$ cat src/rtl/apb_master_arbiter.sv
// apb_master_arbiter: round-robin arbiter sharing one APB master port among NUM_REQ requesters.
// Define APB_TIMEOUT_EN to abort ACCESS phases that exceed TIMEOUT_CYCLES with an error response.
module apb_master_arbiter #(
  parameter int NUM_REQ        = 2,
  parameter int ADDR_W         = 32,
  parameter int DATA_W         = 32,
  parameter int TIMEOUT_CYCLES = 16
) (
  input  logic                        pclk,
  input  logic                        preset,
  input  logic [NUM_REQ-1:0]          req_valid,
  input  logic [NUM_REQ-1:0]          req_write,
  input  logic [NUM_REQ*ADDR_W-1:0]   req_addr,
  input  logic [NUM_REQ*DATA_W-1:0]   req_wdata,
  output logic [NUM_REQ-1:0]          req_ready,
  output logic [NUM_REQ-1:0]          rsp_valid,
  output logic [DATA_W-1:0]           rsp_rdata,
  output logic                        rsp_err,
  output logic                        psel,
  output logic                        penable,
  output logic                        pwrite,
  output logic [ADDR_W-1:0]           paddr,
  output logic [DATA_W-1:0]           pwdata,
  input  logic [DATA_W-1:0]           prdata,
  input  logic                        pready,
  input  logic                        pslverr
);
  localparam int IW = $clog2(NUM_REQ);
  localparam logic [IW:0] NR = (IW+1)'(NUM_REQ);
  if (NUM_REQ < 2 || NUM_REQ > 8 || TIMEOUT_CYCLES < 1) begin : g_bad_cfg
    $error("apb_master_arbiter: unsupported parameter value");
  end
  typedef enum logic [1:0] {IDLE, SETUP, ACCESS} state_t;
  state_t state, state_d;
  logic [IW-1:0] rr, rr_d, gnt, gnt_d, pick;
  logic [IW:0] sum;
  logic found, done, tmo;
  logic [NUM_REQ-1:0] req_ready_d, rsp_valid_d;
  logic [DATA_W-1:0] rsp_rdata_d, pwdata_d;
  logic [ADDR_W-1:0] paddr_d;
  logic rsp_err_d, psel_d, penable_d, pwrite_d;
  // first valid requester at or after rr, wrapping
  always_comb begin
    found = 1'b0;
    pick = '0;
    sum = '0;
    for (int k = 0; k < NUM_REQ; k++) begin
      sum = {1'b0, rr} + (IW+1)'(k);
      if (sum >= NR) sum = sum - NR;
      if (!found && req_valid[sum[IW-1:0]]) begin
        found = 1'b1;
        pick = sum[IW-1:0];
      end
    end
  end
`ifdef APB_TIMEOUT_EN
  localparam int CW = $clog2(TIMEOUT_CYCLES + 1);
  logic [CW-1:0] cnt;
  always_ff @(posedge pclk or posedge preset)
    if (preset) cnt <= '0;
    else if (state != ACCESS) cnt <= '0;
    else if (!pready) cnt <= cnt + 1'b1;
  // cnt counts completed wait cycles; a ready on the last cycle still completes normally
  assign tmo = !pready && cnt == CW'(TIMEOUT_CYCLES - 1);
`else
  assign tmo = 1'b0;
`endif
  assign done = state == ACCESS && (pready || tmo);
  always_comb begin
    state_d = state;
    rr_d = rr;
    gnt_d = gnt;
    req_ready_d = '0;
    rsp_valid_d = '0;
    rsp_rdata_d = rsp_rdata;
    rsp_err_d = rsp_err;
    psel_d = psel;
    penable_d = penable;
    pwrite_d = pwrite;
    paddr_d = paddr;
    pwdata_d = pwdata;
    if (state == IDLE && found) begin
      state_d = SETUP;
      gnt_d = pick;
      req_ready_d[pick] = 1'b1;
      psel_d = 1'b1;
      penable_d = 1'b0;
      pwrite_d = req_write[pick];
      paddr_d = req_addr[pick*ADDR_W +: ADDR_W];
      pwdata_d = req_wdata[pick*DATA_W +: DATA_W];
    end else if (state == SETUP) begin
      state_d = ACCESS;
      penable_d = 1'b1;
    end else if (done) begin
      state_d = IDLE;
      psel_d = 1'b0;
      penable_d = 1'b0;
      rr_d = gnt == IW'(NUM_REQ - 1) ? '0 : gnt + 1'b1;
      rsp_valid_d[gnt] = 1'b1;
      rsp_rdata_d = (pready && !pwrite) ? prdata : '0;
      rsp_err_d = pready ? pslverr : 1'b1;
    end
  end
  always_ff @(posedge pclk or posedge preset)
    if (preset) begin
      state <= IDLE;
      rr <= '0;
      gnt <= '0;
      req_ready <= '0;
      rsp_valid <= '0;
      rsp_rdata <= '0;
      rsp_err <= 1'b0;
      psel <= 1'b0;
      penable <= 1'b0;
      pwrite <= 1'b0;
      paddr <= '0;
      pwdata <= '0;
    end else begin
      state <= state_d;
      rr <= rr_d;
      gnt <= gnt_d;
      req_ready <= req_ready_d;
      rsp_valid <= rsp_valid_d;
      rsp_rdata <= rsp_rdata_d;
      rsp_err <= rsp_err_d;
      psel <= psel_d;
      penable <= penable_d;
      pwrite <= pwrite_d;
      paddr <= paddr_d;
      pwdata <= pwdata_d;
    end
endmodule

$ cat config.mk
export PLATFORM = sky130hd
export DESIGN_NAME = apb_master_arbiter
export DESIGN_NICKNAME = d
export VERILOG_FILES = /design/src/rtl/apb_master_arbiter.sv
export SDC_FILE = /design/constraint.sdc
export NUM_CORES = 1
export LEC_CHECK = 0
export BUFFER_PORTS_ARGS = -buffer_cell sky130_fd_sc_hd__buf_2
export CAP_MARGIN = 40
export CORE_MARGIN = 5
export CORE_UTILIZATION = 47
export DETAILED_ROUTE_END_ITERATION = 6
export GPL_TIMING_DRIVEN = 0
export PLACE_DENSITY = 0.93
export SYNTH_ARGS = -nofsm -noshare
export SYNTH_HDL_FRONTEND = slang
export SYNTH_SLANG_ARGS = --single-unit
$ cat constraint.sdc
create_clock -name pclk -period 5.1 [get_ports pclk]
set_input_delay 0.765 -clock pclk [delete_from_list [all_inputs] [get_ports pclk]]
set_output_delay 0.765 -clock pclk [all_outputs]
set_load 0.01 [all_outputs]
; ---- Word-level counts from Yosys, hierarchy flattened
; Index checks and enable logic that the tools add are counted.
[totals]
output_inout_bits = 104
register_bits = 108
in_bits = 168
elab_cells = 75
[op_classes]
shifts = 2
muxes = 31
n_eq_ne = 3
reduce_logical = 13
order_cmp = 8
n_addsub = 4
n_bitwise = 2
[op_table]
columns = operator, count
row1 = $shiftx 64x7->32, 2
row2 = $mux 32, 1
row3 = $mux 1, 21
row4 = $mux 2, 7
row5 = $lt 1x2->1 const B, 4
row6 = $logic_and 1x1->1, 6
row7 = $reduce_and 3->1, 1
row8 = $reduce_bool 3->1, 1
row9 = $add 1x1->2 const B, 1
row10 = $demux 1 s1, 2
row11 = $eq 2x1->1 const B, 1
row12 = $eq 2x2->1 const B, 1
row13 = $ge 1x1->1 const B, 2
row14 = $ge 1x2->1 const B, 1
row15 = $ge 2x2->1 const B, 1
row16 = $logic_not 1->1, 2
row17 = $logic_not 2->1, 1
row18 = $ne 2x2->1 const B, 1
row19 = $not 1->1, 2
row20 = $reduce_and 2->1, 1
row21 = $reduce_bool 2->1, 1
row22 = $sub 1x1->1 const B, 2
row23 = $add 1x1->1 const B, 1

; ---- Longest topological paths before layout
; Gate-level depths: netlist of the first run.
[logic_depth]
word_depth = 13
depth_mapped = 5
ltp_nobuf = 3

; ---- Worst setup path before layout of the first run
; No wires, ideal clock.
[synth_timing]
path_type = input to register
startpoint = input req_valid[1]
endpoint = register paddr[0]
arrival_ps = 1630
stages = 5
path_buffers = 2
setup_time_ps = 126
required_time_ps = 4974
path_slack_ps = 3344
path_cell_list = nand2_1 -> and3_1 -> buf_2 -> buf_2 -> a221o_1
[synth_between]
elab_chain_cells = 7
word_cells_on_any_way = 12
cone_classes = shift (1) / mux (8) / reduce/logical (3)
[synth_lines]
columns = element, line
row1 = from (decl), 11  ; input logic [NUM_REQ-1:0] req_valid,
row2 = $mux 1 (not written as such) (2 in a row), 50  ; if (!found && req_valid[sum[IW-1:0]]) begin
row3 = $mux 1, 50
row4 = $logic_not 1->1, 50
row5 = $logic_and 1x1->1, 50
row6 = $mux 1, 50
row7 = $shiftx 64x7->32 / $logic_and 1x1->1 (equally long branches), "89, 82"
row8 = to (signal assigned), 129  ; paddr <= paddr_d;
row9 = to (decl), 22  ; output logic [ADDR_W-1:0] paddr,
; Parallel ways exist; a longest one is shown, timed or not. The select of a mux whose other input is x is not followed.
; A chain may end at the register's enable or synchronous reset.

; ---- Worst setup path in the final report of the first run
[layout_timing]
startpoint = register penable
endpoint = output penable
[layout_lines]
columns = element, line
row1 = from (decl), 20  ; output logic penable,
row2 = from (signal assigned), 127  ; penable <= penable_d;
; No word-level cell between the ends.

==> flow_summary.json, run 1 <==
{
  "timing.setup.tns_ps": 0,
  "post-cts-setup-buffer-count": 0,
  "utilization": 0.6584,
  "worstPathRequired_ps": 4340,
  "clk_root_buffer_cell": "sky130_fd_sc_hd__clkbuf_8",
  "maxClockFrequency_mhz": 568.3,
  "cp_slowest_cell": "sky130_fd_sc_hd__dfrtp_1",
  "grt_pass1_wl_mm": 22.98,
  "synthesis.area_per_instance_um2": 11.55,
  "cts.clk_slew.worst_paths_ps": 110,
  "hpwlAfterDp_mm": 11.86,
  "worstHoldPathType": "register to register",
  "cts_resized": 0,
  "post-place-ws_ps": 2993,
  "instances_no_fill": 817,
  "synth-edff-count": 0,
  "cts.hold.buffers_added": 0,
  "ctsHtreeMaxLevel": 3,
  "synthesis.yosys.warnings": 0,
  "initial_core_util": 0.4746,
  "min_period_ps": 1760,
  "synth-seq-area-share": 0.5853,
  "worstRegToRegCells": 5,
  "n_fill_cell": 779,
  "route.detailed.vias_per_inst": 5.481,
  "fp.dieArea_um2": 11810,
  "clock-sinks": 107,
  "synth_flop_cell": "sky130_fd_sc_hd__dfrtp_1",
  "rows": 36,
  "ioPinCount": 272,
  "final_layout_size_suffix_gt1_frac": 0.4532,
  "initialDrtViolationCount": 290,
  "postLayoutSetupSlackWorst_ps": 3340,
  "grt_setup_unrepaired": "false",
  "critPathBufInv": 1,
  "rel_slew_slack": 0.4621,
  "crit_path_max_incr_delay_ps": 440,
  "critical_path.cell_chain": "buf_2",
  "synth.cell_area_um2": 4574,
  "synthesized_flop_and_latch_total": 107,
  "antenna_violation_net_count_after_detailed_routing": 0,
  "critPathArrivalTime_ps": 990,
  "maxCapViolations": 0,
  "cts_made_buffers": 9,
  "cts_tree": "done",
  "critical_path_cell_count": 1,
  "hold_viol_final": 0,
  "drc_errors": 0,
  "cts_max_path_buffers": 2,
  "fin_nets": 847,
  "powerDensity_nw_per_um2": 596.6,
  "timing.critical_path.fanout_max": 6,
  "synth.most_common_cell": "sky130_fd_sc_hd__dfrtp_1",
  "post_synth_main_area_contributors": "sky130_fd_sc_hd__dfrtp_1, sky130_fd_sc_hd__a221o_1, sky130_fd_sc_hd__o21a_1",
  "worstSkewPairLatency_ps": 360,
  "cpLargestDelayFamily": "flip-flops",
  "report.power.total_uw": 3786,
  "max_slew.worst_pin.slew_ps": 806.9,
  "synth_top_cell_area_share": 0.5853,
  "crit_path_end_kind": "primary output",
  "synthesis.nets": 564,
  "place.detailed.instances": 801,
  "core_um2": 9639,
  "final.period_utilization": 0.3450,
  "drt-pass1-iter-count": 5,
  "criticalPathCategory": "register to primary output",
  "area_growth_pct": 38.73,
  "synth_commonest_cells": "sky130_fd_sc_hd__dfrtp_1, sky130_fd_sc_hd__nand2_1, sky130_fd_sc_hd__a221o_1, sky130_fd_sc_hd__o21a_1, sky130_fd_sc_hd__o21ai_0",
  "totalWireLength_mm": 15.30,
  "fin_worst_skew_ps": 17.81,
  "vdd_drop_max_v": 0.0002851,
  "report.final.slew_viol_count": 0,
  "setup.worst_path.start_class": "register",
  "global_route.usage.total": 0.2503,
  "first_global_vias": 4651,
  "run_status": "completed",
  "synthCells": 396,
  "number_of_vias_in_the_routed_layout": 4478,
  "grt-ovfl-total": 0,
  "port_bufs": 271,
  "min_delay_path_depth": 2,
  "die_height_um": 108.7,
  "die_w_um": 108.7,
  "post_synth_num_cell_types": 20,
  "routed_wire_length_per_instance_um": 18.73,
  "async_flop_share": 1.000,
  "antenna_violations_before_repair": 0,
  "power_leakage_uw": 0.003343,
  "grt_max_degree": 66,
  "synth_top_cell_by_area": "sky130_fd_sc_hd__dfrtp_1",
  "final_setup_fails": 0,
  "antennaDiodeCount": 0,
  "finalWeightedCongestion": 0.8781
}
## cell families after synthesis
| family | share of synthesized area |
|---|---|
| and+or+nand+nor | 0.06565 |
| DFF | 0.5853 |
| buffers and inverters | 0.05443 |
| muxes | 0.002462 |
| AOI/OAI and AO/OA | 0.2921 |
## state kept, by name (all words and copies together), names as in the netlist
name / flops
gnt: 1
rr: 1
penable: 1
pwrite: 1
rsp_rdata: 32
rsp_valid: 2
req_ready: 2
paddr: 32
rsp_err: 1
state: 1
psel: 1
pwdata: 32
## power by group
part	total, uW	switching [uW]	internal (uW)	leakage, uW
clock	579	286	293	0.000110
combinational	1760	923	833	0.00187
sequential	1450	222	1230	0.00136
## cell usage in the layout (no fill, tap or decap), types with 9 or more instances in the layout
cell type / instances
sky130_fd_sc_hd__o21a_1: 65
sky130_fd_sc_hd__nand2_1: 69
sky130_fd_sc_hd__clkbuf_8: 10
sky130_fd_sc_hd__dfrtp_1: 107
sky130_fd_sc_hd__clkbuf_1: 18
sky130_fd_sc_hd__buf_2: 281
sky130_fd_sc_hd__buf_6: 9
sky130_fd_sc_hd__o21ai_0: 33
sky130_fd_sc_hd__a221o_1: 65
## worst paths after layout
| path | to | slack [ps] | start |
|---|---|---|---|
| setup reg to reg | pwdata[15] | 3360 | state[0] |
| setup / recovery | penable | 3340 | penable |
| min in group asynchronous | rsp_rdata[28] | 560 | preset |
| max in group asynchronous | paddr[11] | 3840 | preset |
| hold / removal | rsp_rdata[11] | 490 | rsp_rdata[11] |
| hold reg to reg | rsp_rdata[11] | 490 | rsp_rdata[11] |
## worst register-to-register path: cells and delay by family, from the launching register on
family                 cells  cell delay, ps
AOI/OAI and AO/OA          2             470
buffers and inverters      2             460
DFF                        1             440
and+or+nand+nor            1             300
## area by class of cell
type	instances	area, um^2	area share
tap	133	166.4	0.02622
clock buffer	11	141.4	0.02228
clock inverter	5	85.08	0.01341
multi-input combinational	245	1648	0.2597
timing repair buffer	272	1376	0.2169
buffer	39	230.2	0.03628
inverter	5	21.27	0.003352
sequential	107	2678	0.4219
## metrics by stage
step / cell area [um^2] / hold slack [ps]
2_1_floorplan: 4574 / 426.3
3_3_place_gp: 6097 / 444.8
3_5_place_dp: 6120 / 464.5
4_1_cts: 6346 / 480.0
5_1_grt: 6346 / 509.7
6_report: 6346 / 487.2
## layer usage
| metal | GRT usage | up-vias | wire (um) |
|---|---|---|---|
| met4 | 0.09017 | 0 | 344 |
| met5 | 0 | - | 0 |
| met3 | 0.06572 | 28 | 1140 |
| li1 | - | 2031 | - |
| met2 | 0.4369 | 226 | 7812 |
| met1 | 0.2980 | 2193 | 6007 |
Note: power is estimated with default switching activity, not from simulation.
==> run 2, diff against run 1 <==
--- a/config.mk
+++ b/config.mk
@@ -5,13 +5,14 @@
 export SDC_FILE = /design/constraint.sdc
 export NUM_CORES = 1
 export LEC_CHECK = 0
+export ABC_AREA = 1
 export BUFFER_PORTS_ARGS = -buffer_cell sky130_fd_sc_hd__buf_2
 export CAP_MARGIN = 40
 export CORE_MARGIN = 5
-export CORE_UTILIZATION = 47
+export CORE_UTILIZATION = 41
 export DETAILED_ROUTE_END_ITERATION = 6
 export GPL_TIMING_DRIVEN = 0
-export PLACE_DENSITY = 0.93
+export PLACE_DENSITY = 0.84
 export SYNTH_ARGS = -nofsm -noshare
 export SYNTH_HDL_FRONTEND = slang
 export SYNTH_SLANG_ARGS = --single-unit
==> constraint.sdc (replaced) <==
create_clock -name pclk -period 1.4 [get_ports pclk]
set_input_delay 0.21 -clock pclk [delete_from_list [all_inputs] [get_ports pclk]]
set_output_delay 0.21 -clock pclk [all_outputs]
set_load 0.01 [all_outputs]
==> flow_summary.json, run 2 <==
{
  "worstHoldPathType": "input pin to register",
  "async_flop_share": 1.000,
  "synthesis.area_per_instance_um2": 9.346,
  "clock-sinks": 107,
  "final_design_area_no_fill_um2": 7116,
  "max_slew.worst_pin.slew_ps": 584.2,
  "antenna_violations_before_repair": 0,
  "place.detailed.instances": 986,
  "cts_made_buffers": 9,
  "synth_top_cell_by_area": "sky130_fd_sc_hd__dfrtp_1",
  "ioPinCount": 272,
  "cts_max_path_buffers": 2,
  "synth-edff-count": 0,
  "timing.setup.tns_ps": 0,
  "timing.critical_path.fanout_max": 10,
  "synth.cell_area_um2": 5094,
  "placement.cell_area_um2": 6719,
  "setup.worst_path.start_class": "register",
  "fp.dieArea_um2": 14750,
  "crit_path_end_kind": "register",
  "cts.clk_slew.worst_paths_ps": 80,
  "final_common_cell": "sky130_fd_sc_hd__buf_2",
  "reg_top3": "paddr x32, pwdata x32, rsp_rdata x32",
  "synthesis.nets": 713,
  "p_seq_frac": 0.497,
  "antenna_violation_net_count_after_detailed_routing": 0,
  "port_bufs": 270,
  "hold_path_startpoint": "pslverr",
  "drt-pass1-iter-count": 5,
  "initial_core_util": 0.4206,
  "totalWireLength_mm": 17.72,
  "rows": 40,
  "first_global_vias": 5197,
  "worst_setup_path_startpoint": "rr",
  "grt_max_degree": 39,
  "finalWeightedCongestion": 0.8602,
  "maxCapViolations": 0,
  "ctsHtreeMaxLevel": 3,
  "synthCells": 545,
  "worstPathRequired_ps": 1680,
  "criticalPathCategory": "register to register",
  "drc_errors": 0,
  "vdd_drop_max_v": 0.0004931,
  "initialDrtViolationCount": 378,
  "synthesis.yosys.warnings": 0,
  "hold_viol_final": 0,
  "antennaDiodeCount": 0,
  "critPathArrivalTime_ps": 1640,
  "instances_no_fill": 1004,
  "global_route.usage.total": 0.2254,
  "cpLargestDelayFamily": "buffers and inverters",
  "layout.cells.most_common_list": "sky130_fd_sc_hd__buf_2, sky130_fd_sc_hd__nand2_1, sky130_fd_sc_hd__dfrtp_1",
  "power_leakage_uw": 0.003727,
  "critPathBufInv": 3,
  "synth_flop_cell": "sky130_fd_sc_hd__dfrtp_1",
  "net-switching-power_uw": 1723,
  "internal_power_uw": 4784,
  "fin_worst_skew_ps": 7.487,
  "die_w_um": 121.5,
  "synth-seq-area-share": 0.5257,
  "clk_root_buffer_cell": "sky130_fd_sc_hd__clkbuf_16",
  "routed_wire_length_per_instance_um": 17.65,
  "core_um2": 12110,
  "switching_part_of_the_total_power": 0.2648,
  "crit_path_max_incr_delay_ps": 330,
  "final.period_utilization": 0.9665,
  "synth.most_common_cell": "sky130_fd_sc_hd__nand2_1",
  "synthesized_flop_and_latch_total": 107,
  "powerDensity_nw_per_um2": 914.5,
  "post_synth_main_area_contributors": "sky130_fd_sc_hd__dfrtp_1, sky130_fd_sc_hd__nand2_1, sky130_fd_sc_hd__nand3_2",
  "post-cts-setup-buffer-count": 0,
  "run_status": "completed",
  "hpwlAfterDp_mm": 13.37,
  "route.detailed.vias_per_inst": 5.231,
  "maxClockFrequency_mhz": 739.0,
  "die_height_um": 121.5,
  "n_fill_cell": 1121,
  "cts_tree": "done",
  "worst_r2r_startpoint": "rr",
  "post_synth_num_cell_types": 21,
  "worstSkewPairLatency_ps": 340,
  "fin_nets": 999,
  "final_setup_fails": 0,
  "final_layout_size_suffix_gt1_frac": 0.4773,
  "grt_pass1_wl_mm": 26.44,
  "rel_slew_slack": 0.6105,
  "min_period_ps": 1353,
  "grt-ovfl-total": 0,
  "area_growth_pct": 39.70,
  "pwr-share-comb": 0.116,
  "cp_slowest_cell": "sky130_fd_sc_hd__dfrtp_1",
  "utilization": 0.5875,
  "report.final.slew_viol_count": 0,
  "critical_path.cell_chain": "inv_1 -> nand2_1 -> buf_4 -> buf_2 -> nand4_1 -> nand3_1",
  "power.share.clock": 0.387,
  "synth_commonest_cells": "sky130_fd_sc_hd__nand2_1, sky130_fd_sc_hd__dfrtp_1, sky130_fd_sc_hd__nand3_1",
  "number_of_vias_in_the_routed_layout": 5252,
  "synth_top_cell_area_share": 0.5257
}
-- run 2: cell types whose count changed in the layout (fill, tap and decap cells not counted), moves of 13 or more --
cell                       change
sky130_fd_sc_hd__nand3_1      +80
sky130_fd_sc_hd__nand2_1      +67
sky130_fd_sc_hd__a221o_1      -65
sky130_fd_sc_hd__nand4_1      +65
sky130_fd_sc_hd__o21a_1       -65
sky130_fd_sc_hd__nand3_2      +51
sky130_fd_sc_hd__o21ai_1      +24
sky130_fd_sc_hd__o21ai_0      -22
sky130_fd_sc_hd__buf_2        +16
sky130_fd_sc_hd__clkbuf_1     -13
-- run 2: routing by layer --
layer,GRT usage,wire (um)
met5,0,0
met4,0.06092,326
met3,0.05175,1477
met2,0.3927,8874
met1,0.2801,7042
-- run 2: metrics by stage --
stage               hold slack [ps]  total power (uW)  setup slack (ps)
floorplan                     317.3              3587            -97.52
global placement              409.1              4011            -807.5
detailed placement            172.1              4047            -67.18
CTS                           61.29              6550            -32.51
global route                  65.02              6794           -0.4401
finish                        70.05              6507             46.90
-- run 2: what timing repair did --
action	in CTS	in global routing
hold endpoints to repair	10	0
hold buffers	1	0
gates cloned	0	1
gates resized for setup	6	21
setup endpoints to repair	44	88
pin swaps	0	1
-- run 2: cell families after synthesis --
family,Yosys count,share of synthesized area
buf+inv,59,0.06927
flops,107,0.5257
simple gates,341,0.3665
compound gates,38,0.03857
-- run 2: worst register-to-register path, delay by kind of cell (launching register included) --
kind | cells | cell delay, ps
buffers and inverters | 3 | 540
and+or+nand+nor | 3 | 430
DFF | 1 | 330
-- run 2: worst paths after layout --
path	slack, ps	cells past startpoint	to
worst max-delay path	50	6	pwdata[22]
worst min-delay path	70	3	rsp_err
max in group asynchronous	300	5	pwdata[30]
worst max register to register	50	6	pwdata[22]
worst min register to register	450	1	rsp_valid[0]
min in group asynchronous	360	3	rsp_rdata[17]
-- run 2: area by class of cell --
type	count	area, um^2	share of cell area
plain buffers	53	400.4	0.05627
clock buffers	9	225.2	0.03165
clock inverters	7	67.56	0.009495
inverters	6	26.28	0.003693
multi-input cells	379	2081	0.2924
flip-flops and latches	107	2679	0.3765
well taps	168	210.2	0.02954
repair buffers	275	1426	0.2005
-- run 2: power groups by stage --
stage          clock network, uW  logic [uW]  registers [uW]
2_1_floorplan                  0         246            3340
3_3_place_gp                   0         718            3290
3_5_place_dp                   0         754            3290
4_1_cts                     2560         758            3240
5_1_grt                     2720         830            3250
6_report                    2520         755            3240
==> run 3, diff against run 2 <==
--- a/config.mk
+++ b/config.mk
@@ -13,6 +13,7 @@
 export DETAILED_ROUTE_END_ITERATION = 6
 export GPL_TIMING_DRIVEN = 0
 export PLACE_DENSITY = 0.84
+export REMOVE_ABC_BUFFERS = 1
 export SYNTH_ARGS = -nofsm -noshare
 export SYNTH_HDL_FRONTEND = slang
 export SYNTH_SLANG_ARGS = --single-unit
==> flow_summary.json, run 3 (synthesis gave the netlist of run 2 again) <==
{
  "final_design_area_no_fill_um2": 7326,
  "run_status": "completed",
  "core_um2": 12110,
  "first_global_vias": 5263,
  "port_bufs": 271,
  "criticalPathCategory": "register to register",
  "finalWeightedCongestion": 0.7589,
  "antennaDiodeCount": 0,
  "drc_errors": 0,
  "maxClockFrequency_mhz": 733.7,
  "timing.setup.tns_ps": 0,
  "totalWireLength_mm": 18.38,
  "number_of_vias_in_the_routed_layout": 5316,
  "antenna_violation_net_count_after_detailed_routing": 0,
  "postLayoutSetupSlackWorst_ps": 36.97,
  "powerDensity_nw_per_um2": 928.0,
  "post-place-ws_ps": -747.8,
  "fp.dieArea_um2": 14750,
  "rows": 40,
  "utilization": 0.6049,
  "hold_viol_final": 0,
  "cts_max_path_buffers": 2,
  "grt-ovfl-total": 0,
  "reg_top3": "paddr x32, pwdata x32, rsp_rdata x32",
  "power_leakage_uw": 0.003804,
  "initial_core_util": 0.4206,
  "crit_path_end_kind": "register",
  "final_layout_size_suffix_gt1_frac": 0.4794,
  "cts.clk_slew.worst_paths_ps": 70,
  "hold-worst-slack_ps": 57.48,
  "cts_tree": "done",
  "critPathArrivalTime_ps": 1640,
  "layout.cells.most_common_list": "sky130_fd_sc_hd__buf_2, sky130_fd_sc_hd__nand2_1, sky130_fd_sc_hd__dfrtp_1",
  "route.detailed.vias_per_inst": 5.359,
  "worstHoldPathType": "input pin to register",
  "initialDrtViolationCount": 498,
  "global_route.usage.total": 0.2387,
  "die_height_um": 121.5,
  "maxCapViolations": 0,
  "fin_nets": 987,
  "drt-pass1-iter-count": 5,
  "ioPinCount": 272,
  "vdd_drop_max_v": 0.0005309,
  "antenna_violations_before_repair": 1,
  "die_w_um": 121.5,
  "final_common_cell": "sky130_fd_sc_hd__buf_2",
  "fin_worst_skew_ps": 7.253,
  "clock-sinks": 107,
  "hpwlAfterDp_mm": 11.86,
  "ctsHtreeMaxLevel": 3,
  "max_slew.worst_pin.slew_ps": 691.1,
  "grt_pass1_wl_mm": 27.56,
  "report.final.slew_viol_count": 0,
  "cts_made_buffers": 9,
  "grt_max_degree": 56,
  "area_growth_pct": 43.82,
  "clk_root_buffer_cell": "sky130_fd_sc_hd__clkbuf_16",
  "final_setup_fails": 0,
  "timing.critical_path.fanout_max": 15,
  "placement.cell_area_um2": 6593,
  "setup.worst_path.start_class": "register",
  "routed_wire_length_per_instance_um": 18.52,
  "final.period_utilization": 0.9736,
  "worstSkewPairLatency_ps": 350,
  "worstPathRequired_ps": 1680,
  "min_period_ps": 1363,
  "rel_slew_slack": 0.5393
}
==> run 3: cell types whose count changed in the layout (fill, tap and decap cells not counted), sizes merged <==
cell	previous run	this run
clkinv	1	3
bufbuf	0	1
buf	317	310
nand3	131	132
clkinvlp	2	0
nand2	138	140
inv	10	8
bufinv	0	2
clkbuf	19	9
nor2	7	8
==> run 3: worst paths after layout <==
kind                               from      endpoint  slack, ps  cells past startpoint
max in group asynchronous        preset       penable        170                      4
worst max-delay path            penable    pwdata[27]         40                      5
min in group asynchronous        preset  rsp_rdata[6]        510                      3
worst min register to register      gnt  rsp_valid[0]        440                      1
worst max register to register  penable    pwdata[27]         40                      5
worst min-delay path            pslverr       rsp_err         60                      3
==> run 3: per-stage QoR <==
| stage | power [uW] | instances |
|---|---|---|
| floorplan | 3540 | 492 |
| global placement | 3983 | 931 |
| detailed placement | 4032 | 942 |
| CTS | 6831 | 982 |
| global route | 7063 | 992 |
| finish | 6798 | 992 |
==> run 3: area by class of cell <==
type                    instances  area [um^2]
fillers                      1017         4786
flip-flops and latches        107         2680
multi-input cells             383         2175
repair buffers                312         1907
clock buffers                   9        225.2
well taps                     168        210.2
clock inverters                 7        98.84
inverters                       6        30.03
==> run 3: where the power goes <==
part | switching (uW) | internal, uW
sequential | 55.8 | 3180
combinational | 426 | 341
clock | 1210 | 1590
total | 1690 | 5110
==> run 3: worst max-delay path, cell delays in order, from the launching register on <==
cell,delay [ps]
sky130_fd_sc_hd__dfrtp_2,440
sky130_fd_sc_hd__nor2_4,170
sky130_fd_sc_hd__buf_4,160
sky130_fd_sc_hd__buf_4,240
sky130_fd_sc_hd__nand4_1,160
sky130_fd_sc_hd__nand3_1,120
==> run 3: routing by layer <==
layer,vias to the layer above,global-route usage,part of all wire
li1,2458,-,-
met1,2495,0.2990,0.39
met2,321,0.3955,0.49
met3,40,0.06200,0.10
met4,2,0.08964,0.022
met5,-,0,0.00071
==> run 3: timing repair <==
item / in CTS / in global routing
buffers inserted: 16 / 10
gates resized for setup: 14 / 1
hold buffers: 1 / 0
cloned: 7 / 1
pin swaps: 4 / 4
setup endpoints to repair: 96 / 90
endpoints found under the hold margin: 26 / 0
